## config.mk

```make
export PLATFORM = sky130hd
export DESIGN_NAME = c5_mult
export DESIGN_NICKNAME = d
export VERILOG_FILES = /design/src/rtl/c5_mult.sv
export SDC_FILE = /design/constraint.sdc
export NUM_CORES = 1
export LEC_CHECK = 0
export ABC_CLOCK_PERIOD_IN_PS = 4400
export CORE_MARGIN = 3
export CORE_UTILIZATION = 40
export CTS_BUF_LIST = sky130_fd_sc_hd__clkbuf_2 sky130_fd_sc_hd__clkbuf_4 sky130_fd_sc_hd__clkbuf_8
export DETAILED_ROUTE_END_ITERATION = 12
export PLACE_DENSITY = 0.65
export RECOVER_POWER = 50
export SYNTH_ARGS = -nofsm -noshare
export SYNTH_HDL_FRONTEND = slang
export SYNTH_SLANG_ARGS = --single-unit
export TNS_END_PERCENT = 50
```

## constraint.sdc

```tcl
create_clock -name I_clk -period 4.4 [get_ports I_clk]
set_input_delay 0.66 -clock I_clk [delete_from_list [all_inputs] [get_ports I_clk]]
set_output_delay 0.66 -clock I_clk [all_outputs]
set_load 0.005 [all_outputs]
```

## src/rtl/c5_mult.sv

```systemverilog
// Multi-cycle multiply/divide unit with HI/LO result registers (shift-add / restoring division).
// Optional feature macro: C5_MULT_DIVIDE_EN enables DIVIDE and SIGNED_DIVIDE.

module c5_adder #(
  parameter int WIDTH = 32
) (
  input  logic [WIDTH-1:0] I_a,
  input  logic [WIDTH-1:0] I_b,
  input  logic             I_cin,
  output logic [WIDTH:0]   O_result
);
  assign O_result = {1'b0, I_a} + {1'b0, I_b} + {{WIDTH{1'b0}}, I_cin};
endmodule

module c5_mult #(
  parameter int WIDTH = 32
) (
  input  logic             I_clk,
  input  logic             I_reset,
  input  logic [WIDTH-1:0] I_a,
  input  logic [WIDTH-1:0] I_b,
  input  logic [3:0]       I_func,
  output logic [WIDTH-1:0] O_c,
  output logic             O_pause,
  output logic             O_busy
);
  localparam int CW = $clog2(WIDTH) + 1;
  localparam logic [3:0] F_READ_LO = 4'd1, F_READ_HI = 4'd2, F_WRITE_LO = 4'd3,
                         F_WRITE_HI = 4'd4, F_MULT = 4'd5, F_SMULT = 4'd6,
                         F_DIV = 4'd7, F_SDIV = 4'd8;

  typedef enum logic [1:0] {S_IDLE, S_RUN, S_FIX} state_t;

  state_t           state_q, state_d;
  logic [CW-1:0]    cnt_q, cnt_d;
  logic [WIDTH-1:0] hi_q, hi_d, lo_q, lo_d, op_q, op_d;
  logic             sgn_q, sgn_d;
  logic [WIDTH-1:0] add_a, add_b;
  logic             add_cin;
  logic [WIDTH:0]   add_res;
  logic [2*WIDTH-1:0] prod_neg;
  logic             a_neg, b_neg;
  logic [WIDTH-1:0] a_mag, b_mag;

  c5_adder #(.WIDTH(WIDTH)) u_adder (
    .I_a(add_a), .I_b(add_b), .I_cin(add_cin), .O_result(add_res)
  );

`ifdef C5_MULT_DIVIDE_EN
  logic div_q, div_d, rsgn_q, rsgn_d;
  logic no_borrow;
  // Shifted remainder is WIDTH+1 bits; its top bit (hi_q MSB) guarantees no borrow.
  assign add_a     = div_q ? {hi_q[WIDTH-2:0], lo_q[WIDTH-1]} : hi_q;
  assign add_b     = div_q ? ~op_q : (lo_q[0] ? op_q : '0);
  assign add_cin   = div_q;
  assign no_borrow = hi_q[WIDTH-1] | add_res[WIDTH];
`else
  assign add_a   = hi_q;
  assign add_b   = lo_q[0] ? op_q : '0;
  assign add_cin = 1'b0;
`endif

  assign prod_neg = '0 - {hi_q, lo_q};
  assign a_neg    = (I_func == F_SMULT || I_func == F_SDIV) && I_a[WIDTH-1];
  assign b_neg    = (I_func == F_SMULT || I_func == F_SDIV) && I_b[WIDTH-1];
  assign a_mag    = a_neg ? '0 - I_a : I_a;
  assign b_mag    = b_neg ? '0 - I_b : I_b;

  assign O_busy  = (state_q != S_IDLE);
  assign O_pause = (I_func == F_READ_LO || I_func == F_READ_HI) && O_busy;
  assign O_c     = (I_func == F_READ_LO) ? lo_q : (I_func == F_READ_HI) ? hi_q : '0;

  always_comb begin
    state_d = state_q;
    cnt_d   = cnt_q;
    hi_d    = hi_q;
    lo_d    = lo_q;
    op_d    = op_q;
    sgn_d   = sgn_q;
`ifdef C5_MULT_DIVIDE_EN
    div_d   = div_q;
    rsgn_d  = rsgn_q;
`endif
    case (state_q)
      S_RUN: begin
`ifdef C5_MULT_DIVIDE_EN
        if (div_q) begin
          hi_d = no_borrow ? add_res[WIDTH-1:0] : {hi_q[WIDTH-2:0], lo_q[WIDTH-1]};
          lo_d = {lo_q[WIDTH-2:0], no_borrow};
        end else
`endif
        begin
          hi_d = add_res[WIDTH:1];
          lo_d = {add_res[0], lo_q[WIDTH-1:1]};
        end
        cnt_d = cnt_q - 1'b1;
        if (cnt_q == CW'(1)) state_d = S_FIX;
      end
      S_FIX: begin
`ifdef C5_MULT_DIVIDE_EN
        if (div_q) begin
          if (sgn_q)  lo_d = '0 - lo_q;
          if (rsgn_q) hi_d = '0 - hi_q;
        end else
`endif
        if (sgn_q) {hi_d, lo_d} = prod_neg;
        state_d = S_IDLE;
      end
      default: ;
    endcase

    // Commands override the datapath; any write or start aborts a running op.
    case (I_func)
      F_WRITE_LO: begin lo_d = I_a; hi_d = hi_q; state_d = S_IDLE; cnt_d = '0; end
      F_WRITE_HI: begin hi_d = I_a; lo_d = lo_q; state_d = S_IDLE; cnt_d = '0; end
      F_MULT, F_SMULT: begin
        op_d    = a_mag;
        hi_d    = '0;
        lo_d    = b_mag;
        sgn_d   = a_neg ^ b_neg;
        cnt_d   = CW'(WIDTH);
        state_d = S_RUN;
`ifdef C5_MULT_DIVIDE_EN
        div_d   = 1'b0;
        rsgn_d  = 1'b0;
`endif
      end
`ifdef C5_MULT_DIVIDE_EN
      F_DIV, F_SDIV: begin
        op_d    = b_mag;
        hi_d    = '0;
        lo_d    = a_mag;
        sgn_d   = a_neg ^ b_neg;
        rsgn_d  = a_neg;
        div_d   = 1'b1;
        cnt_d   = CW'(WIDTH);
        state_d = S_RUN;
      end
`endif
      default: ;
    endcase
  end

  always_ff @(posedge I_clk) begin
    if (I_reset) begin
      state_q <= S_IDLE;
      cnt_q   <= '0;
      hi_q    <= '0;
      lo_q    <= '0;
      op_q    <= '0;
      sgn_q   <= 1'b0;
`ifdef C5_MULT_DIVIDE_EN
      div_q   <= 1'b0;
      rsgn_q  <= 1'b0;
`endif
    end else begin
      state_q <= state_d;
      cnt_q   <= cnt_d;
      hi_q    <= hi_d;
      lo_q    <= lo_d;
      op_q    <= op_d;
      sgn_q   <= sgn_d;
`ifdef C5_MULT_DIVIDE_EN
      div_q   <= div_d;
      rsgn_q  <= rsgn_d;
`endif
    end
  end
endmodule

```

---- Yosys cells after proc, flatten, opt, wreduce, memory -nomap -nowiden ----
Index checks and enable logic that the tools add are counted.
word-level totals
  register bits ........................... 105
  latch bits .............................. 0
  bits in writable memories ............... 0
  ROM bits ................................ 0
  input port bits ......................... 70
  output and inout port bits .............. 34
  logic and storage cells ................. 58
  memories ................................ 0
cells by class
  $add $sub $neg .......................... 5
  multipliers ............................. 0
  div/mod/pow operators ................... 0
  magnitude comparators ................... 0
  equal/unequal tests ..................... 13
  shift-type cells ........................ 0
  multiplexer cells ....................... 16
  bitwise operators ....................... 3
  reduce and logical (&&, ||, !) cells .... 15
operators by type and width
  kind                                                                   count
  32-bit two-way mux                                                     7
  32-bit one-hot mux with 3 select lines                                 2
  32-bit one-hot mux with 2 select lines                                 2
  1-bit by 32-bit subtractor with 32-bit output, first input constant    2
  1-bit by 64-bit subtractor with 64-bit output, first input constant    1
  32-bit by 32-bit adder with 33-bit output                              1
  4-bit by 3-bit equality test with 1-bit output, second input constant  3
  4-bit != test, second input constant                                   3
  6-bit one-hot mux with 2 select lines                                  1
  4-bit nonzero test                                                     3
  4-bit by 2-bit equality test with 1-bit output, second input constant  2
  2-bit one-hot mux with 2 select lines                                  2
  6-bit by 1-bit equality test with 1-bit output, second input constant  1
  6-bit two-way mux                                                      1
  3-bit AND reduction                                                    2
  6-bit by 1-bit subtractor with 6-bit output, second input constant     1
  4-bit by 1-bit equality test with 1-bit output, second input constant  1
  4-bit equality test, second input constant                             1
  2-bit OR reduction                                                     2
  1-bit logical AND                                                      3
  3-bit nonzero test                                                     1
  2-bit by 1-bit equality test with 1-bit output, second input constant  1
  2-bit equality test, second input constant                             1
  1-bit logical OR                                                       2
  5 further kinds                                                        6

---- Depth between registers and ports, before layout ----
  word-level depth ........................ 5
  depth in mapped cells ................... 14
  gate-level depth less buffers ........... 12

---- By module ----
A second synthesis with hierarchy kept.
second synthesis, totals
  cell total of the unflattened synthesis .. 1401
  area, all modules ....................... 10139.7 sq um
modules (own cells, without submodules)
  module    times used  cells an instance  area an instance (sq um)  sequential area each (sq um)
  c5_mult   1           1152               8443.1                    2102.0
  c5_adder  1           249                1696.6                    0.0

---- Worst setup path before layout ----
OpenSTA, ideal clock, no wires.
  kind .................................... reg2reg
  from .................................... register (tool-made name)
  to ...................................... register hi_q[25] (netlist: add_a[25])
  arrival ................................. 2969 ps
  data required time ...................... 4338 ps
  setup slack ............................. 1368 ps
  stages on the path, launching flop included .. 15
  path buffers ............................ 2
  clock period less this slack ............ 3032 ps
  cells stage by stage .................... dfxtp_1 clkbuf_1 clkbuf_1 and2_1 ha_1 fa_1 a21oi_1 o21ai_0 nand3_1 nand2_1 a21oi_1 o21ai_0 a31oi_1 or4b_2 nand3_1
RTL lines
  what                    line  source
  end signal: assignment  159   hi_q <= hi_d;
  end: declaration        36    logic [WIDTH-1:0] hi_q, hi_d, lo_q, lo_d, op_q, op_d;

---- Worst setup path after layout ----
  from .................................... input I_func[3]
  to ...................................... register hi_q[2] (netlist: add_a[2])
between the ends
  word-level cells in the longest chain between the ends .. 4
  elaborated cells on any way between the ends .. 10
ends and longest elaborated chain
  what                                                                         line  source
  start: declaration                                                           22    input logic [3:0] I_func,
  4-bit by 3-bit equality test with 1-bit output                               113   case (I_func)
  2-bit OR reduction                                                           113
  4-bit != test (no source line) / 4-bit nonzero test (equally long branches)  n/a
  3-bit AND reduction (no source line)                                         n/a
Several ways; a longest one is shown, not always the timed one.
A chain may end at the register's enable or synchronous reset.

==> Implementation_results.wiki <==
{| class="wikitable"
! Metric !! Value
|-
| Placeable Area || 23700 sq um
|-
| Layout area overhead || 15.4%
|-
| Cell leakage power || 4.04 nW
|-
| Minimum clock period after layout || 3.91 ns
|-
| Post-route non-filler standard cell count || 1744
|-
| Max-slew violation total from the final report || 88
|-
| DRC errors left || 0
|-
| Count of endpoints failing hold in the final timing report || 0
|-
| Site row count || 56
|-
| Most common library cell in the layout ignoring fill and taps || nor2_1
|-
| Type of element launching the critical path || primary input
|-
| Max Clock Skew || 0.0190 ns
|-
| Relative contribution of the clock network to total power || 0.245
|-
| Proportion of power drawn by flip-flops and latches || 0.408
|-
| Clock buffer depth || 2
|-
| Ant diodes || 0
|-
| Clock sink total || 105
|-
| Classification of the worst-slack hold path || flop to flop
|-
| Final Wtd Congestion || 0.917
|-
| Number of buffers inserted by post-CTS setup repair || 0
|-
| Maxcap violations || 1
|-
| WS Path Type || primary input to flop
|-
| Largest net degree at the start of global routing || 88
|-
| Ratio of final minimum period to clock period || 0.888
|-
| Area contributors post-synth || dfxtp_1, nor2_1, a21oi_1
|-
| Number of endpoints failing setup at the final stage || 0
|-
| Cell area power density || 258 nW/um^2
|-
| Final net count || 1528
|-
| Predominant post-synthesis flop cell || dfxtp_1
|-
| Number of top-level pins || 104
|-
| Number of synthesized flops with an enable pin || 0
|-
| Number of distinct library cell variants in the gate-level netlist after synthesis || 71
|-
| Rel. slew slack || -0.238
|-
| CP required || 4.71 ns
|-
| Post-Syn Nets || 1479
|-
| Post-route setup TNS || 0 ns
|-
| H-tree depth || 3
|-
| Final global-route overflow total || 0
|-
| Count of yosys warnings during synthesis || 0
|-
| Internal portion of total power || 1.78 mW
|-
| IR Drop Worst-Case VDD || 0.146 mV
|-
| CP arrival || 4.22 ns
|-
| RSZ-0062 raised after global routing || no
|-
| Final-layout worst hold slack || 0.463 ns
|-
| Routed length per placed instance || 20.0 um
|-
| Post-CTS resize count || 0
|-
| Highest-count cells in the layout ignoring fill and taps || nor2_1, a21oi_1, nand2_1
|-
| WL met2 || 15500 um
|-
| Comb pwr share || 0.347
|-
| Clock latency at the later pin of the worst-skew pair || 0.40 ns
|-
| Post-route standard cell area excluding fillers || 11200 sq um
|-
| Total die area || 26200 sq um
|-
| Leading area contributor after synthesis || dfxtp_1
|-
| Violated checks || max-capacitance violations, max-slew violations
|-
| HPWL after detailed placement || 26100 um
|-
| Root buffer cell || clkbuf_8
|-
| Clock-pin slew on the worst setup and hold paths || 0.10 ns
|-
| Max FO, Critical Path || 23
|-
| Fraction of layout cells with a size suffix above 1 || 0.0484
|-
| Worst Tran Pin Value || 1.86 ns
|-
| WL met3 || 2750 um
|-
| Register bit total from synthesis || 105
|-
| Floorplan die height || 162 um
|-
| Final Routed Wirelength || 34900 um
|-
| Worst setup EP type || flop
|-
| Detail Route Antenna Nets || 0
|-
| Synth Area per Inst || 7.09 sq um
|-
| Count of placed standard cells including taps || 1728
|-
| Quantity of I/O buffers inserted on ports || 103
|-
| Synth async-reset ratio || 0
|-
| Highest routed metal layer || met4
|-
| Post-route met1 wirelength || 15700 um
|-
| CTS tree || yes
|-
| Global-route wire length before repair || 54600 um
|-
| DRC violation total after the first TritonRoute iteration || 1213
|-
| Count of TritonRoute iterations in the first routing pass || 6
|-
| Yosys top cell area share || 0.216
|-
| Die Width || 162 um
|-
| Switch share || 0.386
|-
| Initial Util || 0.411
|-
| Layout Utilization || 0.474
|-
| Number of buffers created by CTS || 9
|-
| Total via count in the routed design || 10700
|-
| Total track usage || 0.259
|-
| Synthesized netlist cell count || 1371
|-
| Status || finished with violations
|-
| Peak Freq || 0.256 GHz
|-
| # hold bufs at CTS || 0
|-
| Register area share after synthesis || 0.216
|-
| Via-to-Cell Ratio || 6.12
|-
| Switching power || 1.12 mW
|-
| Syn Std Cell Area || 9720 sq um
|-
| DP Area || 11000 sq um
|-
| R2R Setup Slk || 0.82 ns
|-
| Number of antenna violations at the first check in global routing || 0
|-
| Number of global-route vias before repair || 9718
|}
==> cell families after synthesis <==
| logic type | synth area share |
|---|---|
| AOI/OAI and AO/OA | 0.300 |
| xor gates and xnor gates | 0.106 |
| adders and majority gates | 0.0497 |
| buffers and inverters | 0.0485 |
| DFF | 0.216 |
| muxes | 0.00206 |
| and+or+nand+nor | 0.277 |
==> power by group through the flow <==
stage,registers (mW),clock network [mW],logic [mW]
final,1.18,0.710,1.00
after global routing,1.19,0.751,1.10
after CTS,1.17,0.717,0.993
after detailed placement,1.20,0,0.987
after global placement,1.20,0,0.978
after floorplan,1.12,0,0.711
==> final timing paths <==
check,end,cells past startpoint,from
min reg2reg,op_q[0]$_SDFFE_PP0P_,2,op_q[0]$_SDFFE_PP0P_
max,add_a[2]$_SDFFE_PP0P_,10,I_func[3]
min,op_q[0]$_SDFFE_PP0P_,2,op_q[0]$_SDFFE_PP0P_
max reg2reg,add_a[23]$_SDFFE_PP0P_,12,flop
==> cells in the mapped netlist, drive strengths merged, types with 10 or more instances <==
| master | n |
|---|---|
| a311oi | 14 |
| a221oi | 28 |
| inv | 23 |
| a211oi | 48 |
| nand4 | 11 |
| a22o | 33 |
| or4 | 10 |
| nand2 | 115 |
| nor3 | 73 |
| nand2b | 17 |
| or3 | 20 |
| a21oi | 133 |
| nand3 | 29 |
| xnor2 | 61 |
| ha | 37 |
| buf | 13 |
| dfxtp | 105 |
| a21o | 19 |
| clkbuf | 82 |
| o31ai | 16 |
| o21ai | 90 |
| nor4 | 20 |
| and2 | 36 |
| nor2 | 182 |
| xor2 | 57 |
==> state kept, by name, indices dropped and copies added, names as in the netlist, named ones only <==
signal,cells
cnt_q,6
op_q,32
sgn_q,1
state_q,2
lo_q,31
add_a,32
==> area by class of cell <==
type / instances / area, sq um
flip-flops and latches: 105 / 2100
repair buffers: 133 / 1230
inverters: 23 / 86.3
multi-input cells: 1148 / 7170
clock buffers: 11 / 145
well taps: 319 / 399
clock inverters: 5 / 78.8
fillers: 2475 / 12500
==> worst max-delay path, stage by stage <==
cell           delay, ns
dlygate4sd3_1       0.59
nor2_1              0.24
and3_1              0.24
clkbuf_1            0.87
a21o_1              0.45
clkbuf_1            0.52
a221oi_1            0.21
nand3_1             0.14
a21oi_1             0.07
a211oi_1            0.23
==> stage by stage <==
step	setup WS (ns)	power (mW)
6_report	0.495	2.90
2_1_floorplan	1.37	1.83
3_3_place_gp	0.595	2.17
4_1_cts	0.898	2.88
5_1_grt	0.348	3.05
3_5_place_dp	0.538	2.18
==> routing by layer <==
metal  vias up  GRT usage
met1      4981      0.371
met5         -          0
met3        70     0.0316
li1       5132          -
met4         0     0.0861
met2       496      0.404
(Power assumes the default switching activity.)
